File: src/rtl/exec_muldiv_unit_pkg.sv
// Shared constants for the RV32M execute-stage multiply/divide unit and the decoder.
package exec_muldiv_unit_pkg;

  localparam int XLEN_DEF = 32;

  localparam logic [6:0] OPC_OP     = 7'b0110011;
  localparam logic [6:0] F7_MULDIV  = 7'b0000001;

  localparam logic [2:0] FN_MUL    = 3'b000;
  localparam logic [2:0] FN_MULH   = 3'b001;
  localparam logic [2:0] FN_MULHSU = 3'b010;
  localparam logic [2:0] FN_MULHU  = 3'b011;
  localparam logic [2:0] FN_DIV    = 3'b100;
  localparam logic [2:0] FN_DIVU   = 3'b101;
  localparam logic [2:0] FN_REM    = 3'b110;
  localparam logic [2:0] FN_REMU   = 3'b111;

  typedef logic [1:0] state_t;
  localparam state_t ST_IDLE = 2'd0;
  localparam state_t ST_CALC = 2'd1;
  localparam state_t ST_DONE = 2'd2;

  function automatic logic fn_signed_a(input logic [2:0] fn);
    return (fn == FN_MULH) || (fn == FN_MULHSU) || (fn == FN_DIV) || (fn == FN_REM);
  endfunction

  function automatic logic fn_signed_b(input logic [2:0] fn);
    return (fn == FN_MULH) || (fn == FN_DIV) || (fn == FN_REM);
  endfunction

endpackage

File: src/rtl/muldiv_signfix.sv
// Conditional two's-complement negate of a hi/lo pair (split or as one 2W value) plus hi/lo select.
module muldiv_signfix
  import exec_muldiv_unit_pkg::*;
#(
  parameter int W = 32
) (
  input  logic [W-1:0] hi_i,
  input  logic [W-1:0] lo_i,
  input  logic         neg_hi_i,
  input  logic         neg_lo_i,
  input  logic         wide_i,
  input  logic         sel_hi_i,
  output logic [W-1:0] hi_o,
  output logic [W-1:0] lo_o,
  output logic [W-1:0] res_o
);

  logic [2*W-1:0] wide_neg_s;

  // wide_i negates {hi,lo} as a single product; otherwise each half uses its own flag
  always_comb begin
    wide_neg_s = -{hi_i, lo_i};
    if (wide_i) begin
      {hi_o, lo_o} = neg_lo_i ? wide_neg_s : {hi_i, lo_i};
    end else begin
      hi_o = neg_hi_i ? -hi_i : hi_i;
      lo_o = neg_lo_i ? -lo_i : lo_i;
    end
    res_o = sel_hi_i ? hi_o : lo_o;
  end

endmodule

File: src/rtl/exec_muldiv_unit.sv
// RV32M iterative multiply/divide unit with pipeline stall; MULDIV_FAST_MUL_EN selects a one-shot multiplier.
module exec_muldiv_unit
  import exec_muldiv_unit_pkg::*;
#(
  parameter int XLEN = XLEN_DEF
) (
  input  logic            clk,
  input  logic            reset_n,
  input  logic            flush,
  input  logic            md_req,
  input  logic [2:0]      funct3,
  input  logic [XLEN-1:0] op_a,
  input  logic [XLEN-1:0] op_b,
  output logic            md_stall,
  output logic            md_done,
  output logic [XLEN-1:0] md_result,
  output logic            md_busy
);

  localparam int CNT_W = $clog2(XLEN);
  localparam logic [CNT_W-1:0] CNT_LAST = CNT_W'(XLEN - 1);
  localparam logic [CNT_W-1:0] CNT_ONE  = {{(CNT_W-1){1'b0}}, 1'b1};

  state_t            state_q, state_d;
  logic [CNT_W-1:0]  cnt_q, cnt_d;
  logic [2*XLEN-1:0] acc_q, acc_d;
  logic [XLEN-1:0]   mcand_q, mcand_d;
  logic [2:0]        fn_q, fn_d;
  logic              neg_hi_q, neg_hi_d, neg_lo_q, neg_lo_d;
  logic [XLEN-1:0]   result_q, result_d;
  logic              done_q, done_d;

  logic            sgn_a_s, sgn_b_s, div_zero_s, div_ovf_s, sel_hi_s;
  logic [XLEN-1:0] mag_a_s, mag_b_s, entry_unused_s, exit_hi_s, exit_lo_s, exit_res_s;
  logic [XLEN:0]   mul_sum_s, div_diff_s;
  logic [2*XLEN-1:0] mul_step_s, div_step_s;

  assign sgn_a_s    = fn_signed_a(funct3) & op_a[XLEN-1];
  assign sgn_b_s    = fn_signed_b(funct3) & op_b[XLEN-1];
  assign div_zero_s = funct3[2] & (op_b == {XLEN{1'b0}});
  assign div_ovf_s  = ((funct3 == FN_DIV) || (funct3 == FN_REM)) &&
                      (op_a == {1'b1, {(XLEN-1){1'b0}}}) && (op_b == {XLEN{1'b1}});

  muldiv_signfix #(.W(XLEN)) u_entry (
    .hi_i(op_b), .lo_i(op_a), .neg_hi_i(sgn_b_s), .neg_lo_i(sgn_a_s),
    .wide_i(1'b0), .sel_hi_i(1'b0),
    .hi_o(mag_b_s), .lo_o(mag_a_s), .res_o(entry_unused_s)
  );

  // Multiply: acc = {partial, multiplier}; divide: acc = {remainder, dividend->quotient}
  assign mul_sum_s  = {1'b0, acc_q[2*XLEN-1:XLEN]} + (acc_q[0] ? {1'b0, mcand_q} : {(XLEN+1){1'b0}});
  assign mul_step_s = {mul_sum_s, acc_q[XLEN-1:1]};
  assign div_diff_s = acc_q[2*XLEN-1:XLEN-1] - {1'b0, mcand_q};
  assign div_step_s = {div_diff_s[XLEN] ? acc_q[2*XLEN-2:XLEN-1] : div_diff_s[XLEN-1:0],
                       acc_q[XLEN-2:0], ~div_diff_s[XLEN]};

`ifdef MULDIV_FAST_MUL_EN
  logic signed [2*XLEN-1:0] fast_a_s, fast_b_s, fast_p_s;
  // 33-bit signed operands (unsigned ones get a zero top bit), sign-extended to the product width
  assign fast_a_s = {{XLEN{sgn_a_s}}, op_a};
  assign fast_b_s = {{XLEN{sgn_b_s}}, op_b};
  assign fast_p_s = fast_a_s * fast_b_s;
`endif

  // FSM and datapath next-state
  always_comb begin
    state_d  = state_q;
    cnt_d    = cnt_q;
    acc_d    = acc_q;
    mcand_d  = mcand_q;
    fn_d     = fn_q;
    neg_hi_d = neg_hi_q;
    neg_lo_d = neg_lo_q;
    case (state_q)
      ST_IDLE: begin
        if (md_req && !flush) begin
          fn_d     = funct3;
          cnt_d    = {CNT_W{1'b0}};
          neg_hi_d = funct3[2] & sgn_a_s;
          neg_lo_d = sgn_a_s ^ sgn_b_s;
          if (div_zero_s) begin
            acc_d    = {op_a, {XLEN{1'b1}}};
            neg_hi_d = 1'b0;
            neg_lo_d = 1'b0;
            state_d  = ST_DONE;
          end else if (div_ovf_s) begin
            acc_d    = {{XLEN{1'b0}}, 1'b1, {(XLEN-1){1'b0}}};
            neg_hi_d = 1'b0;
            neg_lo_d = 1'b0;
            state_d  = ST_DONE;
`ifdef MULDIV_FAST_MUL_EN
          end else if (!funct3[2]) begin
            acc_d    = fast_p_s;
            neg_hi_d = 1'b0;
            neg_lo_d = 1'b0;
            state_d  = ST_DONE;
`endif
          end else begin
            mcand_d = funct3[2] ? mag_b_s : mag_a_s;
            acc_d   = {{XLEN{1'b0}}, funct3[2] ? mag_a_s : mag_b_s};
            state_d = ST_CALC;
          end
        end else begin
          state_d = ST_IDLE;
        end
      end
      ST_CALC: begin
        acc_d = fn_q[2] ? div_step_s : mul_step_s;
        cnt_d = cnt_q + CNT_ONE;
        if (cnt_q == CNT_LAST) begin
          state_d = ST_DONE;
        end else begin
          state_d = ST_CALC;
        end
      end
      ST_DONE: state_d = ST_IDLE;
      default: state_d = ST_IDLE;
    endcase
    if (flush) begin
      state_d = ST_IDLE;
    end else begin
      state_d = state_d;
    end
  end

  assign sel_hi_s = fn_d[2] ? fn_d[1] : (fn_d[1:0] != 2'b00);

  muldiv_signfix #(.W(XLEN)) u_exit (
    .hi_i(acc_d[2*XLEN-1:XLEN]), .lo_i(acc_d[XLEN-1:0]),
    .neg_hi_i(neg_hi_d), .neg_lo_i(neg_lo_d),
    .wide_i(~fn_d[2]), .sel_hi_i(sel_hi_s),
    .hi_o(exit_hi_s), .lo_o(exit_lo_s), .res_o(exit_res_s)
  );

  // Result is captured only on the transition into DONE
  always_comb begin
    done_d = (state_d == ST_DONE);
    if (done_d) begin
      result_d = exit_res_s;
    end else begin
      result_d = result_q;
    end
  end

  // State and datapath registers
  always_ff @(posedge clk or negedge reset_n) begin
    if (!reset_n) begin
      state_q  <= ST_IDLE;
      cnt_q    <= {CNT_W{1'b0}};
      acc_q    <= {(2*XLEN){1'b0}};
      mcand_q  <= {XLEN{1'b0}};
      fn_q     <= 3'b000;
      neg_hi_q <= 1'b0;
      neg_lo_q <= 1'b0;
      result_q <= {XLEN{1'b0}};
      done_q   <= 1'b0;
    end else begin
      state_q  <= state_d;
      cnt_q    <= cnt_d;
      acc_q    <= acc_d;
      mcand_q  <= mcand_d;
      fn_q     <= fn_d;
      neg_hi_q <= neg_hi_d;
      neg_lo_q <= neg_lo_d;
      result_q <= result_d;
      done_q   <= done_d;
    end
  end

  assign md_done   = done_q;
  assign md_result = result_q;
  assign md_busy   = (state_q != ST_IDLE);
  assign md_stall  = md_req & ~done_q & ~flush;

endmodule

File: config.mk
export PLATFORM = sky130hd
export DESIGN_NAME = exec_muldiv_unit
export DESIGN_NICKNAME = d
export VERILOG_FILES = /design/src/rtl/exec_muldiv_unit_pkg.sv /design/src/rtl/muldiv_signfix.sv /design/src/rtl/exec_muldiv_unit.sv
export SDC_FILE = /design/constraint.sdc
export NUM_CORES = 1
export LEC_CHECK = 0
export CAP_MARGIN = 20
export CORE_MARGIN = 10
export CORE_UTILIZATION = 60
export CTS_BUF_LIST = sky130_fd_sc_hd__clkbuf_16
export CTS_CLUSTER_SIZE = 16
export DETAILED_ROUTE_END_ITERATION = 6
export PLACE_DENSITY = 0.81
export SETUP_SLACK_MARGIN = 0.5
export SLEW_MARGIN = 40
export SYNTH_ARGS = -nofsm -noshare
export SYNTH_HDL_FRONTEND = slang
export SYNTH_SLANG_ARGS = --single-unit
File: constraint.sdc
create_clock -name clk -period 5.57 [get_ports clk]
set_input_delay 1.114 -clock clk [delete_from_list [all_inputs] [get_ports clk]]
set_output_delay 1.114 -clock clk [all_outputs]
set_load 0.005 [all_outputs]
==> metrics.csv <==
stage,metric,value,unit
critical_path,crit_path_start_kind,input port,
min_path,hold_depth,2,
global_route,grt_usage,42.52,%
logic_synthesis,synth.area.top_cells,"dfrtp_1 21%, o21ai_0 5.3%, ha_1 5.3%",
floorplanning,ios,106,
critical_path,worst_ep_required_time,5.93,ns
placed_design,gp_congestion,1.142,
clocking,cts-htree-levels,4,
global_route,grt_pass1_wl,117.6,mm
routing,drc,1,
critical_path,critical_path.endpoint_type,flop,
final_layout,register_area,3532,µm²
placed_design,portBuffers,105,
clocking,cts_tree,done,
floorplanning,die_area,35040,µm²
final_layout,stdcell_count,2958,
clocking,cts_max_path_buffers,2,
critical_path,worst_r2r_endpoint,md_result[27],
critical_path,critPathLaunch,op_a[27],
logic_synthesis,synth.most_common_cell,nand2_1,
clocking,worstSkewPairLatency,0.46,ns
final_layout,drive_above_1_share,21.12,%
logic_synthesis,async_flop_share,100.0,%
final_layout,fillers,2031,
timing,setup_viol,0,
critical_path,reg2reg_depth,20,
logic_synthesis,yosys.cell_types.count,102,
timing,worstMarginPinSlew,0.9710,ns
status,failed_checks,DRC,
critical_path,arrival,5.55,ns
timing,rsz0062_at_grt,true,
critical_path,r2r_start,acc_q[31],
placed_design,dpl_cell_area,20030,µm²
min_path,hold_path_class,reg2reg,
final_layout,nNetsFinal,2711,
final_layout,multi_input_area,12970,µm²
final_layout,num_antenna_cells,0,
clocking,clk_pin_slew,0.06,ns
routing,route.vias.total,21150,
clocking,cts_made_buffers,17,
logic_synthesis,synth_top_area_share,21.04,%
timing,timing.fmax,0.1929,GHz
status,status,"finished, violations left",
logic_synthesis,synth-edff-count,0,
logic_synthesis,synth_area,16770,µm²
power,ir_drop,381.7,µV
critical_path,crit_end,md_result[27],
power,power,8.471,mW
logic_synthesis,yosysTopAreaCell,dfrtp_1,
logic_synthesis,synthTopCellsByCount,"207 x nand2_1, 197 x nor2_1, 178 x o21ai_0, 166 x a21oi_1, 141 x dfrtp_1",
global_route,antenna_found_initial,3,
timing,slew_headroom,34.58,%
global_route,grt_pass1_vias,19840,
timing,period_share,93.08,%
global_route,grt_max_degree,70,
clocking,numClockSinks,141,
floorplanning,rows,61,
run,cap_violations,0,
routing,drt-wirelength-per-cell,26.44,µm
critical_path,crit_type,in2reg,
routing,ant_nets,0,
logic_synthesis,syn_area_per_cell,7.404,µm²
logic_synthesis,synth_cells,2265,
final_layout,syn_to_final_growth,28.06,%
logic_synthesis,yosysSeqAreaShare,21.04,%
logic_synthesis,ys_seq_elements,141,
clocking,cts-root-buf,clkbuf_16,
routing,wl,78.21,mm
timing,fin_tns_setup,0,ns
floorplanning,start_util,60.53,%
global_route,grt-ovfl-total,0,
critical_path,r2r_setup_slack,0.49,ns
routing,drtIter0Drc,3439,
final_layout,design_area,21480,µm²
logic_synthesis,ys.flop_type,dfrtp_1,
routing,dr.pass1.iters,7,
placed_design,placed_cells,2897,
power,power_density,394.4,nW/µm²
critical_path,critPathMaxFanout,5,
floorplanning,die_w,187.2,µm
timing,slew_viol_final,0,
logic_synthesis,yosysWarnings,0,
timing,finClkSkew,0.01547,ns
placed_design,dpl.hpwl,59.97,mm
logic_synthesis,syn_nets,2409,
routing,post_drt_via_cell_ratio,7.150,
power,leakage,9.215,nW
timing,timing.final.crit_period,5.185,ns
timing,finalHoldViolCount,0,
floorplanning,coreArea,27710,µm²
floorplanning,die_y,187.2,µm
-- critical path, stage by stage --
cell,delay [ns]
clkdlybuf4s50_1,0.42
or4_4,0.53
or3_4,0.47
or4_4,0.48
nor3_4,0.23
buf_4,0.14
a211oi_2,0.04
nor2_4,0.12
inv_2,0.05
or4_4,0.58
nor3_2,0.14
a31o_2,0.23
o21ai_2,0.06
or4_4,0.43
a211o_1,0.32
o31ai_2,0.18
-- worst min path at each step --
| stage | from | endpoint | slack (ns) |
|---|---|---|---|
| floorplan | cnt_q[3] | cnt_q[3] | 0.44 |
| global placement | md_result[13] | md_result[13] | 0.47 |
| detailed placement | md_result[8] | md_result[8] | 0.48 |
| CTS | md_result[15] | md_result[15] | 0.49 |
| global route | md_result[19] | md_result[19] | 0.53 |
| finish | md_result[13] | md_result[13] | 0.49 |
-- power breakdown --
| part | internal [mW] | switching [mW] |
|---|---|---|
| combinational | 2.23 | 3.51 |
| sequential | 1.23 | 0.330 |
| clock | 0.665 | 0.508 |
-- sequential cells by signal, summed over array words and instances, names as in the netlist --
signal     count
acc_q         64
cnt_q          5
fn_q           3
mcand_q       32
md_done        1
md_result     32
neg_hi_q       1
neg_lo_q       1
state_q        2
-- what timing repair did --
item / CTS / global route
hold buffers: 0 / 0
resized for setup: 29 / 101
setup endpoints to repair: 32 / 32
pin swaps: 11 / 32
buffers inserted: 14 / 15
-- area by class of cell --
type / count / share of cell area, %
Tap cell: 378 / 2.202
Clock inverter: 15 / 0.7399
Timing Repair Buffer: 427 / 16.44
Sequential cell: 141 / 16.45
Inverter: 102 / 1.783
Multi-Input combinational cell: 1878 / 60.41
Clock buffer: 17 / 1.981
-- metrics by stage --
step                worst slack [ns]  util, %  hold WS, ns
floorplan                     0.4516        -       0.4429
global placement             -0.1464    72.25       0.4696
detailed placement           -0.1574    72.28       0.4754
CTS                           0.4279    75.35       0.4943
global route                  0.3370    77.52       0.5254
finish                        0.3852    77.52       0.4886
-- metal layers --
| layer | part of all wire [%] | vias to the layer above | track usage, % |
|---|---|---|---|
| met1 | 36 | 9785 | 53.02 |
| li1 | - | 9048 | - |
| met4 | 7.9 | 2 | 25.22 |
| met5 | 0.026 | - | 0 |
| met3 | 15 | 453 | 13.93 |
| met2 | 41 | 1861 | 62.85 |
-- cells by family after synthesis --
kind of cell	count (synthesis)	synth area share, %
xor gates and xnor gates	137	7.155
muxes	94	5.834
and+or+nand+nor	827	25.07
adders and majority gates	73	5.536
DFF	141	21.04
AOI/OAI and AO/OA	747	29.68
buffers and inverters	246	5.685
-- placed cells by master, fill, tap and decap left out, types with 68 or more instances in the layout --
master	n
xnor2_1	79
a21oi_1	160
nand2_1	204
nor3_1	68
dfrtp_1	138
clkdlybuf4s50_1	99
nor2_1	193
buf_4	314
o21ai_0	166
inv_1	98
Note: power is estimated with default switching activity, not from simulation.
